$ cat src/rtl/alu181_nslice.sv
// Multi-cycle WIDTH-bit 74181-function ALU: one 4-bit slice per clock, LSB first,
// with three registered ripple carries (cin, as-if-0, as-if-1) and a start/busy/done handshake.
module alu181_nslice #(
    parameter int unsigned WIDTH = 16
) (
    input  logic             clk,
    input  logic             rst,
    input  logic             start,
    input  logic [WIDTH-1:0] a,
    input  logic [WIDTH-1:0] b,
    input  logic [3:0]       s,
    input  logic             m,
    input  logic             cin,
    output logic             busy,
    output logic             done,
    output logic [WIDTH-1:0] f,
    output logic             cout,
    output logic             g,
    output logic             p,
    output logic             a_eq_b
);

    localparam int unsigned NSLICE = WIDTH / 4;
    localparam int unsigned IW     = (NSLICE > 1) ? $clog2(NSLICE) : 1;

    typedef enum logic {IDLE, RUN} state_t;

    state_t           state_q, state_d;
    logic [WIDTH-1:0] a_q, a_d, b_q, b_d;
    logic [WIDTH-1:0] shadow_q, shadow_d;
    logic [3:0]       s_q, s_d;
    logic             m_q, m_d;
    logic [2:0]       c_q, c_d;
    logic [IW-1:0]    idx_q, idx_d;
    logic             busy_q, busy_d, done_q, done_d;
    logic [WIDTH-1:0] f_q, f_d;
    logic             cout_q, cout_d, g_q, g_d, p_q, p_d, eq_q, eq_d;

    logic [3:0]       a_n, b_n, x_n, y_n, nib;
    logic [2:0]       carry_nx;
    logic [WIDTH-1:0] shadow_nx;

    // Ripple carry through one nibble of X+Y with generate = x&y, propagate = x^y.
    function automatic logic carry4(input logic [3:0] x, input logic [3:0] y, input logic c_in);
        logic c;
        c = c_in;
        for (int i = 0; i < 4; i++) begin
            c = (x[i] & y[i]) | ((x[i] ^ y[i]) & c);
        end
        return c;
    endfunction

    // Current slice: 74181 select decode into X and Y, then sum or logic result.
    always_comb begin
        a_n = a_q[3:0];
        b_n = b_q[3:0];
        x_n = a_n | (b_n & {4{s_q[0]}}) | (~b_n & {4{s_q[1]}});
        y_n = (a_n & ~b_n & {4{s_q[2]}}) | (a_n & b_n & {4{s_q[3]}});
        nib = m_q ? ~(x_n ^ y_n) : (x_n + y_n + 4'(c_q[0]));
        carry_nx = m_q ? 3'b000
                       : {carry4(x_n, y_n, c_q[2]), carry4(x_n, y_n, c_q[1]), carry4(x_n, y_n, c_q[0])};
        shadow_nx = (WIDTH'(nib) << (WIDTH - 4)) | (shadow_q >> 4);
    end

    // Next-state and output logic.
    always_comb begin
        state_d  = state_q;
        a_d      = a_q;
        b_d      = b_q;
        s_d      = s_q;
        m_d      = m_q;
        c_d      = c_q;
        idx_d    = idx_q;
        shadow_d = shadow_q;
        busy_d   = busy_q;
        done_d   = 1'b0;
        f_d      = f_q;
        cout_d   = cout_q;
        g_d      = g_q;
        p_d      = p_q;
        eq_d     = eq_q;
        case (state_q)
            IDLE: begin
                if (start) begin
                    a_d      = a;
                    b_d      = b;
                    s_d      = s;
                    m_d      = m;
                    c_d      = m ? 3'b000 : {1'b1, 1'b0, cin};
                    idx_d    = '0;
                    shadow_d = '0;
                    busy_d   = 1'b1;
                    state_d  = RUN;
                end
            end
            RUN: begin
                a_d      = a_q >> 4;
                b_d      = b_q >> 4;
                shadow_d = shadow_nx;
                c_d      = carry_nx;
                idx_d    = idx_q + IW'(1);
                if (idx_q == IW'(NSLICE - 1)) begin
                    idx_d   = '0;
                    busy_d  = 1'b0;
                    done_d  = 1'b1;
                    f_d     = shadow_nx;
                    cout_d  = carry_nx[0];
                    g_d     = carry_nx[1];
                    p_d     = carry_nx[2];
                    eq_d    = &shadow_nx;
                    state_d = IDLE;
                end
            end
            default: state_d = IDLE;
        endcase
    end

    always_ff @(posedge clk or posedge rst) begin
        if (rst) begin
            state_q  <= IDLE;
            a_q      <= '0;
            b_q      <= '0;
            s_q      <= '0;
            m_q      <= 1'b0;
            c_q      <= '0;
            idx_q    <= '0;
            shadow_q <= '0;
            busy_q   <= 1'b0;
            done_q   <= 1'b0;
            f_q      <= '0;
            cout_q   <= 1'b0;
            g_q      <= 1'b0;
            p_q      <= 1'b0;
            eq_q     <= 1'b0;
        end else begin
            state_q  <= state_d;
            a_q      <= a_d;
            b_q      <= b_d;
            s_q      <= s_d;
            m_q      <= m_d;
            c_q      <= c_d;
            idx_q    <= idx_d;
            shadow_q <= shadow_d;
            busy_q   <= busy_d;
            done_q   <= done_d;
            f_q      <= f_d;
            cout_q   <= cout_d;
            g_q      <= g_d;
            p_q      <= p_d;
            eq_q     <= eq_d;
        end
    end

    assign busy   = busy_q;
    assign done   = done_q;
    assign f      = f_q;
    assign cout   = cout_q;
    assign g      = g_q;
    assign p      = p_q;
    assign a_eq_b = eq_q;

endmodule

$ cat config.mk
export PLATFORM = sky130hd
export DESIGN_NAME = alu181_nslice
export DESIGN_NICKNAME = d
export VERILOG_FILES = /design/src/rtl/alu181_nslice.sv
export SDC_FILE = /design/constraint.sdc
export NUM_CORES = 1
export LEC_CHECK = 0
export CAP_MARGIN = 10
export CELL_PAD_IN_SITES_DETAIL_PLACEMENT = 1
export CELL_PAD_IN_SITES_GLOBAL_PLACEMENT = 2
export CORE_ASPECT_RATIO = 2
export CORE_MARGIN = 10
export CORE_UTILIZATION = 36
export CTS_CLUSTER_SIZE = 30
export DETAILED_ROUTE_END_ITERATION = 6
export PLACE_DENSITY_LB_ADDON = 0.05
export SYNTH_ARGS = -nofsm -noshare
export SYNTH_HDL_FRONTEND = slang
export SYNTH_SLANG_ARGS = --single-unit
$ cat constraint.sdc
create_clock -name clk -period 6.4 [get_ports clk]
set_input_delay 0.64 -clock clk [delete_from_list [all_inputs] [get_ports clk]]
set_output_delay 0.64 -clock clk [all_outputs]
set_load 0.02 [all_outputs]
==> results of run 1 <==
routing by layer:
metal	vias up	wire length [um]	GRT usage (%)	part of all wire, %
li1	1303	-	-	-
met1	1342	3340	12.4	35
met2	59	5400	26.0	57
met3	17	447	4.58	4.7
met4	0	303	6.62	3.2
met5	-	0	0	0
layout make-up:
type / instances / area, um^2 / share of cell area [%]
flip-flops and latches: 77 / 1930 / 41.1
multi-input cells: 248 / 1530 / 32.5
inverters: 10 / 37.5 / 0.800
clock buffers: 10 / 229 / 4.88
clock inverters: 6 / 159 / 3.39
repair buffers: 66 / 646 / 13.8
well taps: 132 / 165 / 3.52
critical path, cell delays in order (launching register included):
cell and delay, ns:
dfrtp_1 0.40, nor2b_1 0.14, a211o_1 0.27, fa_1 0.44, inv_1 0.09, fa_1 0.19, fa_1 0.44, nor3_1 0.20
a21oi_1 0.08, o41ai_2 0.21
flip-flops by register name, summed over array words and instances, names as in the netlist, 2 cells and up:
name	count
c_q	3
s_q	4
b_q	16
shadow_q	12
idx_q	2
a_q	16
f	16
how the worst max path moves through the flow:
stage / cells past startpoint / endpoint / start / slack (ns)
final: 9 / a_eq_b$_DFFE_PP0P_ / s_q[1]$_DFFE_PP0P_ / 3.83
after detailed placement: 9 / a_eq_b$_DFFE_PP0P_ / s_q[1]$_DFFE_PP0P_ / 3.82
after CTS: 9 / a_eq_b$_DFFE_PP0P_ / s_q[1]$_DFFE_PP0P_ / 3.82
after floorplan: 1 / a_eq_b$_DFFE_PP0P_ / rst / 3.79
after global placement: 9 / a_eq_b$_DFFE_PP0P_ / s_q[1]$_DFFE_PP0P_ / 3.91
after global routing: 9 / a_eq_b$_DFFE_PP0P_ / s_q[1]$_DFFE_PP0P_ / 3.72
cells in the mapped netlist, types with 2 or more instances:
| library cell | number |
|---|---|
| nand2_1 | 89 |
| dfrtp_1 | 77 |
| o21ai_0 | 41 |
| mux2i_1 | 39 |
| nor2_1 | 14 |
| clkbuf_1 | 12 |
| a21oi_1 | 9 |
| mux2_2 | 9 |
| nand2b_1 | 9 |
| nor2b_1 | 9 |
| inv_1 | 8 |
| buf_2 | 7 |
| ha_1 | 5 |
| a211o_1 | 4 |
| fa_1 | 3 |
| nand4_1 | 3 |
| and2_1 | 2 |
| inv_2 | 2 |
logic make-up (layout without fill, tap and decap cells):
logic type                 count (synthesis)  after routing  share of synthesized area (%)
muxes                                     48             48                           13.8
AOI/OAI and AO/OA                         62             62                           9.88
and+or+nand+nor                          129            129                           15.4
buffers and inverters                     29             92                           3.29
xor gates and xnor gates                   1              1                          0.245
DFF                                       77             77                           54.0
adders and majority gates                  8              8                           3.43
where the power goes:
part           total [uW]  leakage (uW)  internal, uW  switching [uW]
combinational         855       0.00100           380             475
clock                 664      0.000187           461             204
sequential            837      0.000989           675             162
metrics by stage:
step	cell area (um^2)	utilization [%]	power (uW)	worst slack [ns]
2_1_floorplan	3570	-	1380	3.79
3_3_place_gp	4300	44.4	1680	3.91
3_5_place_dp	4300	44.4	1720	3.82
4_1_cts	4690	48.4	2400	3.82
5_1_grt	4690	48.4	2540	3.72
6_report	4690	48.4	2360	3.83
==> metrics.md, run 1 <==
| Metric | Value |
|---|---|
| Total track usage | a little over an eighth |
| Max-cap violations | 0 |
| Inst Count DP | 533 |
| Synth async-reset ratio | between 90% and 100% |
| FF-to-FF Start | s_q[1]$_DFFE_PP0P_ |
| CP endpoint kind | flip-flop |
| CTS Buf Count | 9 |
| Yosys reg bits | 77 |
| Initial DRC Count | 88 |
| Most frequent cells in the layout | nand2_1, dfrtp_1, clkdlybuf4s50_1 |
| Mapped Cells | 354 |
| Post-synthesis sequential area ratio | a little over half |
| Core Area | 0.00970 mm^2 |
| DP HPWL | 6.83 mm |
| Setup TNS | 0 ns |
| P&R area growth vs syn | 31.4% |
| Initial antenna violation count | 0 |
| Final hold viol count | 0 |
| TritonCTS clock tree | done |
| DIE HEIGHT | 161 um |
| Worst Min Path Start | f[3]$_DFFE_PP0P_ |
| Drt total wl | 9.48 mm |
| Slew at the pin closest to its max-slew limit | 0.994 ns |
| Clk sink count | slightly below 80 |
| Vias per Instance | 4.96 |
| Max FO, Critical Path | 5 |
| Die X | 90.4 um |
| Main flop type after synthesis | dfrtp_1 |
| Hold depth | 2 |
| Setup Viol. Count Final | 0 |
| Hold_ws | 0.468 ns |
| Lkg Pwr | 0.00218 uW |
| Post CTS Setup Buffer Count | 0 |
| Number of flops mapped to enable cells by yosys | 0 |
| Syn avg cell area | 10.1 um^2 |
| First-pass DRT Iterations | 4 |
| Share of cells above drive strength 1 | 8.15% |
| Fin. max-slew vios | 0 |
| Syn Nets | 403 |
| Clk_skew | 0.00843 ns |
| Clock Latency Late Sink | 0.34 ns |
| R2R depth | 9 |
| VDD IR max | 0.000252 V |
| Die Footprint | between 0.01 and 0.015 mm^2 |
| Final period utilization | between 40% and 50% |
| Gpl congestion | 0.812 |
| Fin nets | 461 |
| First-pass GRT wire length | 15.5 mm |
| Largest net degree at the start of global routing | 90 |
| # diodes | 0 |
| Status | finished clean |
| Post-synth top area share | a little over half |
| Power per Cell Area | 502 mW/mm^2 |
| Critical path data required time | 6.64 ns |
| Peak Freq | 390 MHz |
| Drt drc | 0 |
| Vias | 2721 |
| CP Class | reg2reg |
| WHS Endpoint | f[3]$_DFFE_PP0P_ |
| Mapped cell area | roughly 0.0036 mm^2 |
| Data arrival, critical path | 2.81 ns |
| Max clock buf depth | 2 |
| Cell variety after synth | 30 |
| RR Endpoint | a_eq_b$_DFFE_PP0P_ |
| Min Clock Period, post-route | ~2.6 ns |
| Startpoint Class | flip-flop |
| FP Rows | slightly above 50 |
| Yosys warning count | 0 |
| Remaining global-route overflow | 0 |
| Hold-fix buffers, CTS | 0 |
| Fillers | 1104 |
| Worst Hold Class | reg2reg |
| RSZ-0062 raised after global routing | no |
| Vias in the first global route | 3086 |
| H-tree levels | 3 |
| Starting density of the core | 36.8% |
| Layout Cells excl Fill | 549 |
| Reg2reg setup slack | 3.83 ns |
| Buffers on Ports | 62 |
| DR WL/cell | 17.3 um |
| Clock slew at reported path FFs | around 0.06 ns |
| Worst relative slew slack | 33.7% |
| CTS resizes | 0 |
| Post-route ant nets | 0 |
| Ports | 63 |
| Post-synth top area cell | dfrtp_1 |
| Root buffer cell | clkbuf_16 |
| Most common cell after layout, fill and taps aside | nand2_1 |
| Synth area leaders | dfrtp_1, mux2i_1, nand2_1 |
No activity file was read; power rests on OpenSTA's default activity.
==> run 2, diff against run 1 <==
- CORE_UTILIZATION: 36 -> 30
- clock period: 6.4 -> 2.2 ns (I/O delays scaled with it)
==> run 2 against run 1 <==
Net effect:
- the flow now finishes with violations (setup timing)
- clock skew hardly changed
- via count is 2.1% higher
- first-iteration DRC count is 18% lower
- clock power grew to 2.7 times the previous value
- worst hold slack worse by 0.31 ns
- combinational power grew to 3.5 times the previous value
- utilization is 6.6 points lower
- critical path depth is 2 lower
- critical endpoint unchanged
- sequential power grew to 2.9 times the previous value
- highest routed layer unchanged
- non-clock buffer count is 21 higher
- sequential share of layout area is 1.7 points lower
- die area is 16% higher
==> metrics.md, run 2 (synthesized netlist as in run 1, its figures left out) <==
| Metric | Value |
|---|---|
| Critical path data required time | 2.43 ns (was 6.64 ns) |
| Fillers | 1295 (was 1104) |
| Lkg Pwr | 0.00228 uW (was 0.00218 uW) |
| Die X | 97.1 um (was 90.4 um) |
| Initial antenna violation count | 0 (unchanged) |
| Peak Freq | 428 MHz (was 390 MHz) |
| Clk sink count | 77 (unchanged) |
| Slack of the critical path | -0.139 ns (was 3.83 ns) |
| Max clock buf depth | 2 (unchanged) |
| Crit path max-delay family | compound AO/OA/AOI/OAI gates (was adder cells) |
| Die Footprint | 0.0169 mm^2 (was 0.0145 mm^2) |
| Hold-fix buffers, CTS | 0 (unchanged) |
| DP HPWL | 7.69 mm (was 6.83 mm) |
| First-pass DRT Iterations | 4 (unchanged) |
| Post-route ant nets | 0 (unchanged) |
| Worst Hold Class | in2async (was reg2reg) |
| Failing checks | setup timing |
| Most frequent cells in the layout | nand2_1, dfrtp_1, clkdlybuf4s50_1 (unchanged) |
| Startpoint Class | flip-flop (unchanged) |
| Root buffer cell | clkbuf_16 (unchanged) |
| Worst Path Buf+Inv | 1 (unchanged) |
| Status | finished with violations (was finished clean) |
| CTS Buf Count | 9 (unchanged) |
| Fin util | 41.8% (was 48.4%) |
| Slowest stage cell, crit path | or4_1 (was fa_1) |
| Sequential Power Share | 33.5% (was 35.5%) |
| Share of cells above drive strength 1 | 14.4% (was 8.15%) |
| Buffers on Ports | 62 (unchanged) |
| # diodes | 0 (unchanged) |
| Fin. max-slew vios | 0 (unchanged) |
| Setup Viol. Count Final | 3 (was 0) |
| RSZ-0062 raised after global routing | yes (was no) |
| Net switching power | 2570 uW (was 841 uW) |
| Clk_skew | 0.00860 ns (was 0.00843 ns) |
| H-tree levels | 3 (unchanged) |
| First-pass GRT wire length | 16.7 mm (was 15.5 mm) |
| Design area | 0.00489 mm^2 (was 0.00469 mm^2) |
| Largest net degree at the start of global routing | 63 (was 90) |
| Clock power share | 25.2% (was 28.2%) |
| P&R area growth vs syn | 37.0% (was 31.4%) |
| FP Rows | 56 (was 51) |
| Starting density of the core | 30.5% (was 36.8%) |
| Final hold viol count | 0 (unchanged) |
| Core Area | 0.0117 mm^2 (was 0.00970 mm^2) |
| VDD IR max | 0.000551 V (was 0.000252 V) |
| Vias per Instance | 4.77 (was 4.96) |
| Slew at the pin closest to its max-slew limit | 0.718 ns (was 0.994 ns) |
| Power Internal | 4620 uW (was 1520 uW) |
| Sw Ratio | 35.7% (about the same) |
| Clock slew at reported path FFs | 0.06 ns (about the same) |
| Max-cap violations | 0 (unchanged) |
| Drt drc | 0 (unchanged) |
| Ports | 63 (unchanged) |
| Reg2reg setup slack | -0.14 ns (was 3.83 ns) |
| Fin nets | 482 (was 461) |
| Most common cell after layout, fill and taps aside | nand2_1 (unchanged) |
| Drt total wl | 10.2 mm (was 9.48 mm) |
| Max FO, Critical Path | 4 (was 5) |
| Total track usage | 12.3% (was 13.6%) |
| Worst-path cell chain | a211o_1 -> buf_4 -> ha_1 -> nand2_1 -> o21ai_1 -> or4_1 -> o41ai_2 (was nor2b_1 -> a211o_1 -> fa_1 -> inv_1 -> fa_1 -> fa_1 -> nor3_1 -> a21oi_1 -> o41ai_2) |
| CP endpoint kind | flip-flop (unchanged) |
| Worst relative slew slack | 52.1% (was 33.7%) |
| Power per Cell Area | 1470 mW/mm^2 (was 502 mW/mm^2) |
| Data arrival, critical path | 2.57 ns (was 2.81 ns) |
| Vias | 2778 (was 2721) |
| Vias in the first global route | 3147 (was 3086) |
| Logic pwr share | 41.3% (was 36.3%) |
| DIE HEIGHT | 174 um (was 161 um) |
| Remaining global-route overflow | 0 (unchanged) |
| TritonCTS clock tree | done (unchanged) |
| Overall power | 7200 uW (was 2360 uW) |
| Clock Latency Late Sink | 0.33 ns (was 0.34 ns) |
| DR WL/cell | 17.5 um (was 17.3 um) |
| Final period utilization | 106% (was 40.1%) |
| Gpl congestion | 0.777 (was 0.812) |
| Min Clock Period, post-route | 2.34 ns (was 2.57 ns) |
| Initial DRC Count | 72 (was 88) |
| DP Area | 0.00449 mm^2 (was 0.00430 mm^2) |
| Slowest stage delay, CP | 0.59 ns (was 0.44 ns) |
| CP Class | reg2reg (unchanged) |
run 2: repair_timing:
action                     CTS  global route
pin swaps                    5             3
setup endpoints to repair    5            12
resized for setup            5             4
buffers inserted             2             0
run 2: path summary, 6_finish.rpt:
path / to / cells past startpoint / startpoint
setup / recovery: a_eq_b$_DFFE_PP0P_ / 7 / b_q[0]$_DFFE_PP0P_
hold / removal: f[9]$_DFFE_PP0P_ / 2 / rst
setup reg to reg: a_eq_b$_DFFE_PP0P_ / 7 / b_q[0]$_DFFE_PP0P_
hold reg to reg: f[9]$_DFFE_PP0P_ / 2 / f[9]$_DFFE_PP0P_
max in group asynchronous: b_q[0]$_DFFE_PP0P_ / 3 / rst
min in group clk: shadow_q[15]$_DFFE_PP0P_ / 4 / start
run 2: layout make-up:
type	count	area (um^2)	share of cell area, %
flip-flops and latches	77	1930	39.4
clock inverters	6	136	2.79
well taps	145	181	3.71
inverters	10	38.8	0.793
repair buffers	87	828	16.9
clock buffers	10	229	4.68
multi-input cells	248	1550	31.7
run 2: stage by stage:
stage / instances / setup slack (ns) / hold WS (ns) / setup TNS, ns
2_1_floorplan: 354 / -0.0538 / 0.372 / -0.0538
3_3_place_gp: 565 / -0.166 / 0.457 / -0.416
3_5_place_dp: 565 / -0.245 / 0.461 / -0.808
4_1_cts: 583 / -0.200 / 0.162 / -0.447
5_1_grt: 583 / -0.261 / 0.174 / -1.31
6_report: 583 / -0.139 / 0.158 / -0.302
run 2: power by group through the flow:
stage / logic [uW] / registers [uW] / clock network [uW]
6_report: 2970 / 2410 / 1820
5_1_grt: 3310 / 2510 / 1950
4_1_cts: 3000 / 2430 / 1870
3_5_place_dp: 2940 / 2460 / 0
3_3_place_gp: 2850 / 2440 / 0
2_1_floorplan: 1560 / 2470 / 0
run 2: layer usage:
| layer | GRT usage (%) | vias up | routed length (um) |
|---|---|---|---|
| met5 | 0 | - | 0 |
| met4 | 5.50 | 0 | 256 |
| met3 | 3.30 | 15 | 442 |
| met2 | 24.1 | 54 | 6020 |
| met1 | 11.3 | 1364 | 3480 |
| li1 | - | 1345 | - |
==> run 3, diff against run 2 <==
- CTS_CLUSTER_SIZE: 30 -> not set
==> results of run 3 <==
Final layout, timing and power as in run 2 (identical DEF).
==> RTL edit: new RTL, settings of run 3 <==
Add an input register stage for `start`, `a`, `b`, `s`, `m` and `cin`, without a reset; this delays them by one clock. Comments in the files are not updated.
--- a/src/rtl/alu181_nslice.sv
+++ b/src/rtl/alu181_nslice.sv
@@ -25,4 +25,20 @@
 
     typedef enum logic {IDLE, RUN} state_t;
+
+    logic start_q;
+    logic [WIDTH-1:0] a_r;
+    logic [WIDTH-1:0] b_r;
+    logic [3:0] s_r;
+    logic m_r;
+    logic cin_q;
+
+    always_ff @(posedge clk) begin
+        start_q <= start;
+        a_r     <= a;
+        b_r     <= b;
+        s_r     <= s;
+        m_r     <= m;
+        cin_q   <= cin;
+    end
 
     state_t           state_q, state_d;
@@ -82,10 +98,10 @@
         case (state_q)
             IDLE: begin
-                if (start) begin
-                    a_d      = a;
-                    b_d      = b;
-                    s_d      = s;
-                    m_d      = m;
-                    c_d      = m ? 3'b000 : {1'b1, 1'b0, cin};
+                if (start_q) begin
+                    a_d      = a_r;
+                    b_d      = b_r;
+                    s_d      = s_r;
+                    m_d      = m_r;
+                    c_d      = m_r ? 3'b000 : {1'b1, 1'b0, cin_q};
                     idx_d    = '0;
                     shadow_d = '0;
Function: changed (Yosys sat finds a counterexample within 4 cycles, from zero or initial values and one cycle with rst high).
==> RTL edit against run 3 <==
The flow still finishes with violations (setup timing). Power up 21%. Hold slack lost 43 ps. Global-route usage shrank 0.53 points. Final area grew 21%. Setup slack improved by 4.8 ps. Sequential cell count rose by 39. First-iteration DRC count rose by 18%. Non-clock buffer count fell by 2. Routed wire length grew 7.6%. Synthesized area increased by 22%.
==> RTL edit: results (changes against run 3) <==
DR iter-0 viols 85 (was 72); final hold slack 114.9 ps (was 158.1 ps); Syn Area/Cell 11.06 um^2 (was 10.09 um^2); clk_skew 11.42 ps (was 8.598 ps); Total Nets Final 528 (was 482); CTS buffer count 17 (was 9); worst setup margin -134.1 ps (was -139.0 ps); Final TNS setup -341.1 ps (was -302.1 ps); R2R Path End a_eq_b$_DFFE_PP0P_ (unchanged); outcome finished with violations (unchanged); Seq power 0.00315 W (was 0.00241 W); register area share after synthesis 62.15% (was 53.96%); r2r worst-path depth 9 (was 7); RR Startpoint s_q[1]$_DFFE_PP0P_ (was b_q[0]$_DFFE_PP0P_); failing checks setup timing (unchanged); first-pass GRT wire length 18460 um (was 16660 um); ratio of cells with drive above 1 in the final layout 15.65% (was 14.38%); Rel. slew slack 73.81% (was 52.10%); Placer Congestion 0.8119 (was 0.7772); GR Util All Layers 11.81% (was 12.34%); drt wl/cell 16.04 um (was 17.49 um); dominant cells by area after synthesis dfrtp_1 44%, dfxtp_1 18%, mux2i_1 9.2%, nand2_1 7.8%, o21ai_0 4.7% (was dfrtp_1 54%, mux2i_1 11%, nand2_1 9.4%, o21ai_0 5.7%, mux2_2 2.8%); synth cell count leaders 90 x nand2_1, 77 x dfrtp_1, 41 x o21ai_0 (was 89 x nand2_1, 77 x dfrtp_1, 41 x o21ai_0); Setup Viol. Count Final 3 (unchanged); dpl ws -262.1 ps (was -244.5 ps); htree depth 4 (was 3); post-synth cell types 32 (was 30); Clk. pwr 0.00261 W (was 0.00182 W); vias in the first global route 3525 (was 3147); VDD IR-drop max 0.5980 mV (was 0.5513 mV); CP Data Arrival Time 2640 ps (was 2570 ps); worst skew pair latency 410 ps (was 330 ps); dpl hpwl 8105 um (was 7687 um); Leakage 2.687 nW (was 2.276 nW); pwr dens 1462 nW/um^2 (was 1471 nW/um^2); initial antenna violation count 0 (unchanged); asr flop ratio synth 66.38% (was 100.0%)
==> RTL edit: worst max-delay path by stage <==
stage                               endpoint  slack [ps]  cells after the start
after floorplan           a_eq_b$_DFFE_PP0P_         -40                      9
after global placement    a_eq_b$_DFFE_PP0P_        -130                      9
after detailed placement  a_eq_b$_DFFE_PP0P_        -260                      9
after CTS                 a_eq_b$_DFFE_PP0P_        -150                      9
after global routing      a_eq_b$_DFFE_PP0P_        -280                      9
final                     a_eq_b$_DFFE_PP0P_        -130                      9
==> RTL edit: kinds of logic (layout without fill, tap and decap cells) <==
kind of cell	after synthesis	after routing	share of synthesized area (%)
AND/OR/NAND/NOR	130	130	12.75
flip-flops	116	116	62.15
AO/OA/AOI/OAI	62	62	8.099
multiplexers	48	48	11.26
buffers and inverters	29	127	2.728
adder cells (fa/ha/maj)	8	8	2.815
XOR/XNOR	1	1	0.2011
==> RTL edit: layer usage <==
metal  global-route usage [%]  vias up  routed length (um)
met5                        0        -                   0
met4                    5.042        0                 218
met3                    3.825       14                 469
met2                    22.17       62                6280
met1                    11.37     1514                4003
li1                         -     1489                   -
==> RTL edit: area by class of cell <==
type	count	area, um^2
Sequential cell	116	2710
Clock inverter	14	128.9
Inverter	10	38.79
Multi-Input combinational cell	249	1550
Timing Repair Buffer	85	830.8
Tap cell	192	240.2
Fill cell	1594	8335
Clock buffer	18	439.2
==> RTL edit: timing repair <==
action	4_1_cts	5_1_grt
pin swaps	2	1
buffers inserted	1	0
gates resized for setup	6	2
setup endpoints to repair	5	10
==> RTL edit: critical path: stages (launching register included) <==
cell and delay (ps):
dfrtp_1 380, nor2b_1 140, a211o_1 270, fa_2 360, inv_2 60, fa_2 190, fa_1 450, nor3_2 120
a21oi_1 70, o41ai_2 190
